File: src/rtl/ps2_scancode_rx.sv
// PS/2 device-to-host receiver: synchronise and filter the pins, deframe 11-bit frames, fold E0/F0 prefixes into flags.
// Optional PS2_BREAK_FILTER_EN: break codes are swallowed and clear scanCode when they release the held key.
module ps2_scancode_rx #(
    parameter int FILTER_LEN     = 8,
    parameter int TIMEOUT_CYCLES = 50000
) (
    input  logic       clk,
    input  logic       rst_n,
    input  logic       ps2_clk,
    input  logic       ps2_data,
    output logic [7:0] scanCode,
    output logic       detected,
    output logic       extended,
    output logic       released,
    output logic       frame_err
);
    localparam int FW = $clog2(FILTER_LEN + 1);
    localparam int TW = $clog2(TIMEOUT_CYCLES + 1);

    typedef enum logic [1:0] {IDLE, DATA, PARITY, STOP} state_t;

    logic [1:0]    clk_sync_q;
    logic [1:0]    dat_sync_q;
    logic          filt_q;
    logic [FW-1:0] fcnt_q;
    logic          fall_q;
    state_t        state_q;
    logic [2:0]    bitcnt_q;
    logic [7:0]    shift_q;
    logic          parity_q;
    logic [TW-1:0] tcnt_q;
    logic          ext_q;
    logic          brk_q;
    logic [7:0]    scan_q;
    logic          det_q;
    logic          ext_out_q;
    logic          rel_out_q;
    logic          err_q;
    logic          dat;

    assign dat       = dat_sync_q[1];
    assign scanCode  = scan_q;
    assign detected  = det_q;
    assign extended  = ext_out_q;
    assign released  = rel_out_q;
    assign frame_err = err_q;

    always_ff @(posedge clk or negedge rst_n) begin
        if (!rst_n) begin
            clk_sync_q <= 2'b11;
            dat_sync_q <= 2'b11;
        end else begin
            clk_sync_q <= {clk_sync_q[0], ps2_clk};
            dat_sync_q <= {dat_sync_q[0], ps2_data};
        end
    end

    // Level only flips after FILTER_LEN consecutive disagreeing cycles; fall_q marks a 1->0 flip.
    always_ff @(posedge clk or negedge rst_n) begin
        if (!rst_n) begin
            filt_q <= 1'b1;
            fcnt_q <= '0;
            fall_q <= 1'b0;
        end else if (clk_sync_q[1] == filt_q) begin
            fcnt_q <= '0;
            fall_q <= 1'b0;
        end else if (fcnt_q == FW'(FILTER_LEN - 1)) begin
            filt_q <= ~filt_q;
            fcnt_q <= '0;
            fall_q <= filt_q;
        end else begin
            fcnt_q <= fcnt_q + 1'b1;
            fall_q <= 1'b0;
        end
    end

    always_ff @(posedge clk or negedge rst_n) begin
        if (!rst_n) begin
            state_q   <= IDLE;
            bitcnt_q  <= '0;
            shift_q   <= '0;
            parity_q  <= 1'b0;
            tcnt_q    <= '0;
            ext_q     <= 1'b0;
            brk_q     <= 1'b0;
            scan_q    <= '0;
            det_q     <= 1'b0;
            ext_out_q <= 1'b0;
            rel_out_q <= 1'b0;
            err_q     <= 1'b0;
        end else begin
            det_q <= 1'b0;
            err_q <= 1'b0;
            if (state_q == IDLE) begin
                tcnt_q <= '0;
                if (fall_q && !dat) begin
                    state_q  <= DATA;
                    bitcnt_q <= '0;
                end
            end else if (fall_q) begin
                tcnt_q <= '0;
                case (state_q)
                    DATA: begin
                        shift_q  <= {dat, shift_q[7:1]};
                        bitcnt_q <= bitcnt_q + 1'b1;
                        if (bitcnt_q == 3'd7) state_q <= PARITY;
                    end
                    PARITY: begin
                        parity_q <= dat;
                        state_q  <= STOP;
                    end
                    default: begin
                        state_q <= IDLE;
                        if (dat && (^{shift_q, parity_q})) begin
                            if (shift_q == 8'hE0) begin
                                ext_q <= 1'b1;
                            end else if (shift_q == 8'hF0) begin
                                brk_q <= 1'b1;
                            end else begin
`ifdef PS2_BREAK_FILTER_EN
                                if (brk_q) begin
                                    if (shift_q == scan_q) scan_q <= 8'h00;
                                end else begin
                                    scan_q    <= shift_q;
                                    ext_out_q <= ext_q;
                                    rel_out_q <= 1'b0;
                                    det_q     <= 1'b1;
                                end
`else
                                scan_q    <= shift_q;
                                ext_out_q <= ext_q;
                                rel_out_q <= brk_q;
                                det_q     <= 1'b1;
`endif
                                ext_q <= 1'b0;
                                brk_q <= 1'b0;
                            end
                        end else begin
                            err_q <= 1'b1;
                            ext_q <= 1'b0;
                            brk_q <= 1'b0;
                        end
                    end
                endcase
            end else if (tcnt_q == TW'(TIMEOUT_CYCLES - 1)) begin
                state_q <= IDLE;
                tcnt_q  <= '0;
                err_q   <= 1'b1;
                ext_q   <= 1'b0;
                brk_q   <= 1'b0;
            end else begin
                tcnt_q <= tcnt_q + 1'b1;
            end
        end
    end
endmodule

File: config.mk
export PLATFORM = sky130hd
export DESIGN_NAME = ps2_scancode_rx
export DESIGN_NICKNAME = d
export VERILOG_FILES = /design/src/rtl/ps2_scancode_rx.sv
export SDC_FILE = /design/constraint.sdc
export NUM_CORES = 1
export LEC_CHECK = 0
export BUFFER_PORTS_ARGS = -buffer_cell sky130_fd_sc_hd__buf_4
export CORE_ASPECT_RATIO = 0.75
export CORE_MARGIN = 2
export CORE_UTILIZATION = 55
export CTS_BUF_LIST = sky130_fd_sc_hd__clkbuf_4 sky130_fd_sc_hd__clkbuf_8
export DETAILED_ROUTE_END_ITERATION = 8
export PLACE_DENSITY_LB_ADDON = 0.12
export SETUP_SLACK_MARGIN = 0.15
export SYNTH_ARGS = -nofsm -noshare
export SYNTH_HDL_FRONTEND = slang
export SYNTH_SLANG_ARGS = --single-unit
File: constraint.sdc
create_clock -name clk -period 2.4 [get_ports clk]
set_input_delay 0.36 -clock clk [delete_from_list [all_inputs] [get_ports clk]]
set_output_delay 0.36 -clock clk [all_outputs]
set_load 0.02 [all_outputs]
# After elaboration in Yosys (flattened, before gate mapping)
# Cells that the tools add are included.
[classes] n_addsub=3 eq_ne=13 muxes=39 bitwise=6 n_reduce_logical=18
[op_table] op="$mux 16" n=3
[op_table] op="$mux 1" n=24
[op_table] op="$add 16x1->16 const B" n=1
[op_table] op="$eq 16x16->1 const B" n=1
[op_table] op="$eq 8x8->1 const B" n=2
[op_table] op="$mux 3" n=4
[op_table] op="$reduce_and 3->1" n=4
[op_table] op="$mux 2" n=5
[op_table] op="$reduce_xor 9->1" n=1
[op_table] op="$mux 4" n=2
[op_table] op="$ne 4x4->1 const B" n=2
[op_table] op="$reduce_and 4->1" n=2
[op_table] op="$not 1->1" n=6
[op_table] op="$reduce_and 6->1" n=1
[op_table] op="$reduce_bool 2->1" n=3
[op_table] op="$add 4x1->4 const B" n=1
[op_table] op="$eq 4x3->1 const B" n=1
[op_table] op="$pmux 2 s2" n=1
[op_table] op="$add 3x1->3 const B" n=1
[op_table] op="$eq 3x3->1 const B" n=1
[op_table] op="$ne 3x3->1 const B" n=1
[op_table] op="$reduce_bool 3->1" n=1
[op_table] op="$eq 2x1->1 const B" n=1
[op_table] op="$eq 2x2->1 const B" n=1
[op_table] op="other kinds (8)" n=9
[word_totals] ff_bits=54 inputBits=4 out_inout_bits=12 wordCells=96

# Logic depth before layout (Yosys ltp)
# Gate-level depths: netlist of run 1.
[logic_depth] word_depth=7 ltp_mapped=7 mapped_depth_nobuf=6

# Worst setup path after synthesis of run 1
# No wires, ideal clock.
[synth_path] kind="register -> register" start="register tcnt_q[4]" end="register state_q[0]" setup_ns=0.079 arrival_time_ns=1.810 required_ns=2.321 setup_slack_ns=0.510 path_stages_with_launch=5 n_path_buf=0 synth_period_minus_slack_ns=1.890 path_cell_list="dfrtp_1 or4_1 o41ai_4 o211a_1 mux2i_1"
[synth_via] elab_chain_cells=3
[synth_rtl] element="start, declared" line="31" rtl="logic [TW-1:0] tcnt_q;"
[synth_rtl] element="start signal, assigned" line="152" rtl="tcnt_q <= tcnt_q + 1'b1;"
[synth_rtl] element="$eq 16x16->1" line="145" rtl="end else if (tcnt_q == TW'(TIMEOUT_CYCLES - 1)) begin"
[synth_rtl] element="$reduce_bool 3->1 (no line)"
[synth_rtl] element="$reduce_and 3->1 (no line)"
[synth_rtl] element="end signal, assigned" line="110" rtl="state_q <= STOP;"
[synth_rtl] element="end signal, assigned" line="113" rtl="state_q <= IDLE;"
[synth_rtl] element="end signal, assigned" line="146" rtl="state_q <= IDLE;"
[synth_rtl] element="end, declared" line="27" rtl="state_t state_q;"
# Every way passes these cells.
# A chain may end at the register's enable or synchronous reset.

# Final worst setup path of run 1
[layout_path] start="register tcnt_q[4]" end="register state_q[1]"
# The elaborated chain is that of the path after synthesis.

==> impl_metrics.toml, run 1 <==
[yosys]
synth_cell_type_count = 40
synthCells = 220
ys_ff_latch = 54
syn_area_um2 = 2595
yosys_most_used_dff = "dfrtp_1"
yosysSeqAreaShare_pct = 52.31
async_flop_share_pct = 100.0
avgSynthCellArea_um2 = 11.80
synth-edff-count = 0
ys.warnings.count = 0
synth_nets = 232

[floorplan]
io_pins = 16
dieHeight_um = 63.49
coreArea_um2 = 4493
die_area_um2 = 5289
rows = 21
chipWidth_um = 83.32
initial_utilization_pct = 57.76

[cts]
clkLatencyLatePin_ns = 0.31
post_cts_buffers = 0
cts-resized-gates = 0
htreeDepth = 2
ctsRootBufferMaster = "clkbuf_8"
clockBufferDepth = 2
numCtsBuffers = 5
cts_sinks = 54
cts.clk_slew.worst_paths_ns = 0.10
cts_tree = "done"
hold_buffers = 0

[layout]
area_growth_pct = 9.981
post-route-util_pct = 63.52
n_antenna_cell = 0
drive_gt1_share_pct = 23.11
final_common_cell = "dfrtp_1"
mostFrequentLayoutCells = "dfrtp_1, nor2_1, mux2_2"
final_cell_count_no_fill = 295
nNetsFinal = 249

[timing]
setup_viol = 0
grt_setup_unrepaired = "no"
post-route-min-period_ns = 2.070
fin_tns_setup_ns = 0
setup_ws_ns = 0.3302
fmax_mhz = 483.1
hold_viol_final = 0
worstMarginPinSlew_ns = 0.6492
skew_ns = 0.005145
maxSlewViolCount = 0
timing.final.crit_share_pct = 86.24
relSlewSlack_pct = 56.72

[detailed_routing]
drcViolationCount = 0
via_per_inst = 5.736
routed_wl_um = 4596
final_antenna_net_count = 0
first_pass_iters = 4
vias = 1692
drt_iter0_drc = 89
wire_per_inst_um = 15.58

[pwr]
report.power.total_mw = 1.572
irDropWorstVdd_mv = 0.5312
p_leak_nw = 1.305
p_sw_uw = 376.7
p_sw_share_pct = 23.96
pwr_density_cell_nw_per_um2 = 551.0
pwr-share-seq_pct = 61.8
pwr-share-clk_pct = 33.1
p_int_mw = 1.196
p_comb_share_pct = 5.1

[global_routing]
grt_max_degree = 55
antenna_found_initial = 0
overflow = 0
grt_pass1_wl_um = 7776
gr-usage-all-layers_pct = 18.54
grt_pass1_vias = 1660

[placement]
portBuffers = 15
dp_slack_ns = 0.3756
placedCellCount = 287
dp_hpwl_um = 3317
gp_congestion = 0.8041

[critical_path]
cp.arrival_ns = 2.30
r2r-start = "tcnt_q[4]$_DFF_PN0_"
critPathLaunch = "tcnt_q[4]$_DFF_PN0_"
crit_fanout = 5
path_class = "register to register"
worst_setup_path_start_kind = "register"
crit_required_ns = 2.63
endpoint_kind = "register"
worstRegToRegCells = 4

[flow_run]
cap_violations = 0

[hold_path]
hp-class = "primary input to async pin"

[status]
outcome = "finished clean"
## area by class of cell
cell class | instances | area (µm²)
Clock buffer | 5 | 68.82
Timing Repair Buffer | 17 | 127.6
Fill cell | 352 | 1639
Sequential cell | 54 | 1358
Multi-Input combinational cell | 152 | 1177
Clock inverter | 3 | 25.02
Tap cell | 57 | 71.32
Inverter | 7 | 26.28
## state kept, by name (all words and copies together) (netlist names)
| signal | count |
|---|---|
| detected | 1 |
| parity_q | 1 |
| dat_sync_q | 2 |
| scanCode | 8 |
| fcnt_q | 4 |
| shift_q | 8 |
| brk_q | 1 |
| tcnt_q | 16 |
| extended | 1 |
| ext_q | 1 |
| bitcnt_q | 3 |
| released | 1 |
| frame_err | 1 |
| fall_q | 1 |
| filt_q | 1 |
| clk_sync_q | 2 |
| state_q | 2 |
## power by group through the flow
stage / Sequential [mW] / Combinational (mW) / Clock [mW]
2_1_floorplan: 0.983 / 0.0511 / 0
3_3_place_gp: 0.986 / 0.0762 / 0
3_5_place_dp: 0.989 / 0.0828 / 0
4_1_cts: 0.971 / 0.0841 / 0.532
5_1_grt: 0.975 / 0.0935 / 0.569
6_report: 0.972 / 0.0808 / 0.520
## worst max-delay path, cell delays in order (launching register included)
cell,delay [ns]
dfrtp_1,0.43
or4_1,0.65
o41ai_4,0.46
o211a_1,0.27
mux2i_1,0.19
## layer usage
metal  global-route usage, %  routed length (µm)  vias to the layer above
li1                        -                   -                      816
met5                       0                   0                        -
met4                   5.328                  46                        0
met2                   29.64                2139                       34
met1                   26.02                2211                      837
met3                   3.670                 199                        5
## logic make-up (layout without fill, tap and decap cells)
logic type	after synthesis	in the layout	synth area share, %
simple gates	74	74	15.24
buf+inv	14	32	2.314
xor+xnor	18	18	7.762
fa+ha+maj	8	8	3.857
flops	54	54	52.31
mux	23	23	10.22
compound gates	29	29	8.293
## path summary, 6_finish.rpt
kind,to,slack (ns)
max in group asynchronous,state_q[0]$_DFFE_PN0P_,1.89
setup / recovery,state_q[1]$_DFFE_PN0P_,0.33
hold / removal,fcnt_q[1]$_DFF_PN0_,0.07
setup reg to reg,state_q[1]$_DFFE_PN0P_,0.33
min in group clk,clk_sync_q[0]$_DFF_PN1_,0.15
hold reg to reg,clk_sync_q[1]$_DFF_PN1_,0.36
## synth_stat cells, drive strengths merged (4+ instances only)
library cell,instances,share of area (%)
and2,5,1.2
ha,8,3.9
o21ai,9,1.7
mux2i,5,2.4
or3,5,1.3
nand4,7,1.7
xor2,10,3.4
nand3,5,0.96
nand2,13,1.9
clkbuf,6,0.87
xnor2,5,1.7
dfrtp,49,47
dfstp,5,5.1
inv,7,1.0
a31oi,4,0.96
mux2,18,7.8
a21oi,9,1.7
nor2,19,2.7
## through the flow
step	instance area [µm²]	hold slack (ns)
2_1_floorplan	2595	0.06441
3_3_place_gp	2760	0.3465
3_5_place_dp	2760	0.3501
4_1_cts	2854	0.1037
5_1_grt	2854	0.1225
6_report	2854	0.07416
Power figures use the tool's default switching activity.
==> inputs of run 2 (changes only) <==
- HOLD_SLACK_MARGIN: default -> 0.15
==> run 2 against run 1 <==
  * Global-route usage grew 0.21 points
  * Non-clock buffer count grew 3
  * Clock skew grew 0.0015 ns
==> impl_metrics.toml, run 2 (synthesized netlist as in run 1, its figures left out) <==
[critical_path]
critPathBufInv = 0
critical_path.slowest_cell = "or4_1"
endpoint_kind = "register"
worst_setup_path_start_kind = "register"
path_class = "register to register"
crit_family = "compound AO/OA/AOI/OAI gates"
crit_fanout = 5
cp.arrival_ns = 2.30
critical-path-max-stage-delay_ns = 0.65
cp_cell_sequence = "or4_1 -> o41ai_4 -> o211a_1 -> mux2i_1"
crit_required_ns = 2.63

[timing]
maxSlewViolCount = 0
hold_viol_final = 0
setup_viol = 0
fmax_mhz = 483.8
skew_ns = 0.006686
worstMarginPinSlew_ns = 0.6579
fin_tns_setup_ns = 0
timing.final.crit_share_pct = 86.12
relSlewSlack_pct = 56.14
grt_setup_unrepaired = "no"
post-route-min-period_ns = 2.067

[cts]
cts.clk_slew.worst_paths_ns = 0.10
ctsRootBufferMaster = "clkbuf_8"
cts_sinks = 54
clockBufferDepth = 2
numCtsBuffers = 5
clkLatencyLatePin_ns = 0.31
cts_tree = "done"
cts-resized-gates = 0
htreeDepth = 2

[detailed_routing]
first_pass_iters = 4
wire_per_inst_um = 15.64
drt_iter0_drc = 85
final_antenna_net_count = 0
routed_wl_um = 4660
drcViolationCount = 0
vias = 1707
via_per_inst = 5.728

[placement]
post_dp_cell_area_um2 = 2760
portBuffers = 15
dp_hpwl_um = 3317
gp_congestion = 0.8041

[global_routing]
grt_pass1_wl_um = 7845
overflow = 0
grt_max_degree = 55
grt_pass1_vias = 1679
antenna_found_initial = 0
gr-usage-all-layers_pct = 18.75

[pwr]
irDropWorstVdd_mv = 0.5319
p_leak_nw = 1.318
report.power.total_mw = 1.578
pwr_density_cell_nw_per_um2 = 547.3

[floorplan]
die_area_um2 = 5289
initial_utilization_pct = 57.76
io_pins = 16
chipWidth_um = 83.32
dieHeight_um = 63.49
coreArea_um2 = 4493
rows = 21

[layout]
multiInputGateArea_um2 = 1177
largest_register_ffs = 16
mostFrequentLayoutCells = "dfrtp_1, nor2_1, mux2_2"
nNetsFinal = 252
ff_latch_area_um2 = 1358
final_common_cell = "dfrtp_1"
top_register = "tcnt_q"
stdcell_area_um2 = 2884
drive_gt1_share_pct = 22.82
n_fill_cell = 350
area_growth_pct = 11.14
n_antenna_cell = 0

[hold_path]
hp-class = "register to register"

[status]
outcome = "finished clean"

[flow_run]
cap_violations = 0
==> run 2: changes by cell type in the layout (fill, tap and decap cells not counted) <==
cell,before,now
dlygate4sd3_1,0,3
==> run 2: layout make-up <==
type                            instances  area share, %
Inverter                                7         0.9111
Clock buffer                            5          2.386
Clock inverter                          3         0.8677
Multi-Input combinational cell        152          40.82
Tap cell                               57          2.473
Sequential cell                        54          47.07
Timing Repair Buffer                   20          5.466
==> run 2: through the flow <==
stage               cells  utilization, %  worst slack, ns  hold WS (ns)
floorplan             220               -           0.5102       0.06441
global placement      287           61.43           0.4256        0.3465
detailed placement    287           61.43           0.3756        0.3501
CTS                   298           64.19           0.3486        0.3651
global route          298           64.19           0.2410        0.3714
finish                298           64.19           0.3332        0.3634
==> run 2: routing by layer <==
metal | wire length (µm) | vias up | track usage (%)
met5 | 0 | - | 0
met4 | 46 | 0 | 5.328
met3 | 185 | 5 | 3.670
met2 | 2177 | 39 | 30.34
met1 | 2251 | 837 | 26.06
li1 | - | 826 | -
==> run 2: final timing paths <==
check	endpoint	slack, ns	start	cells past startpoint
min	clk_sync_q[1]$_DFF_PN1_	0.36	clk_sync_q[0]$_DFF_PN1_	0
max in group asynchronous	extended$_DFFE_PN0P_	1.34	rst_n	2
min reg2reg	clk_sync_q[1]$_DFF_PN1_	0.36	clk_sync_q[0]$_DFF_PN1_	0
max reg2reg	state_q[1]$_DFFE_PN0P_	0.33	tcnt_q[4]$_DFF_PN0_	4
min in group asynchronous	fcnt_q[3]$_DFF_PN0_	0.62	rst_n	2
max	state_q[1]$_DFFE_PN0P_	0.33	tcnt_q[4]$_DFF_PN0_	4
==> run 2: power breakdown <==
part	switching (mW)	leakage, nW	internal, mW
combinational	0.0446	0.538	0.0398
clock	0.310	0.0447	0.211
sequential	0.0252	0.735	0.947
total	0.380	1.32	1.20
==> run 2: what timing repair did <==
item,4_1_cts,5_1_grt
buffers inserted,0,0
endpoints found under the hold margin,51,0
hold buffers,3,0
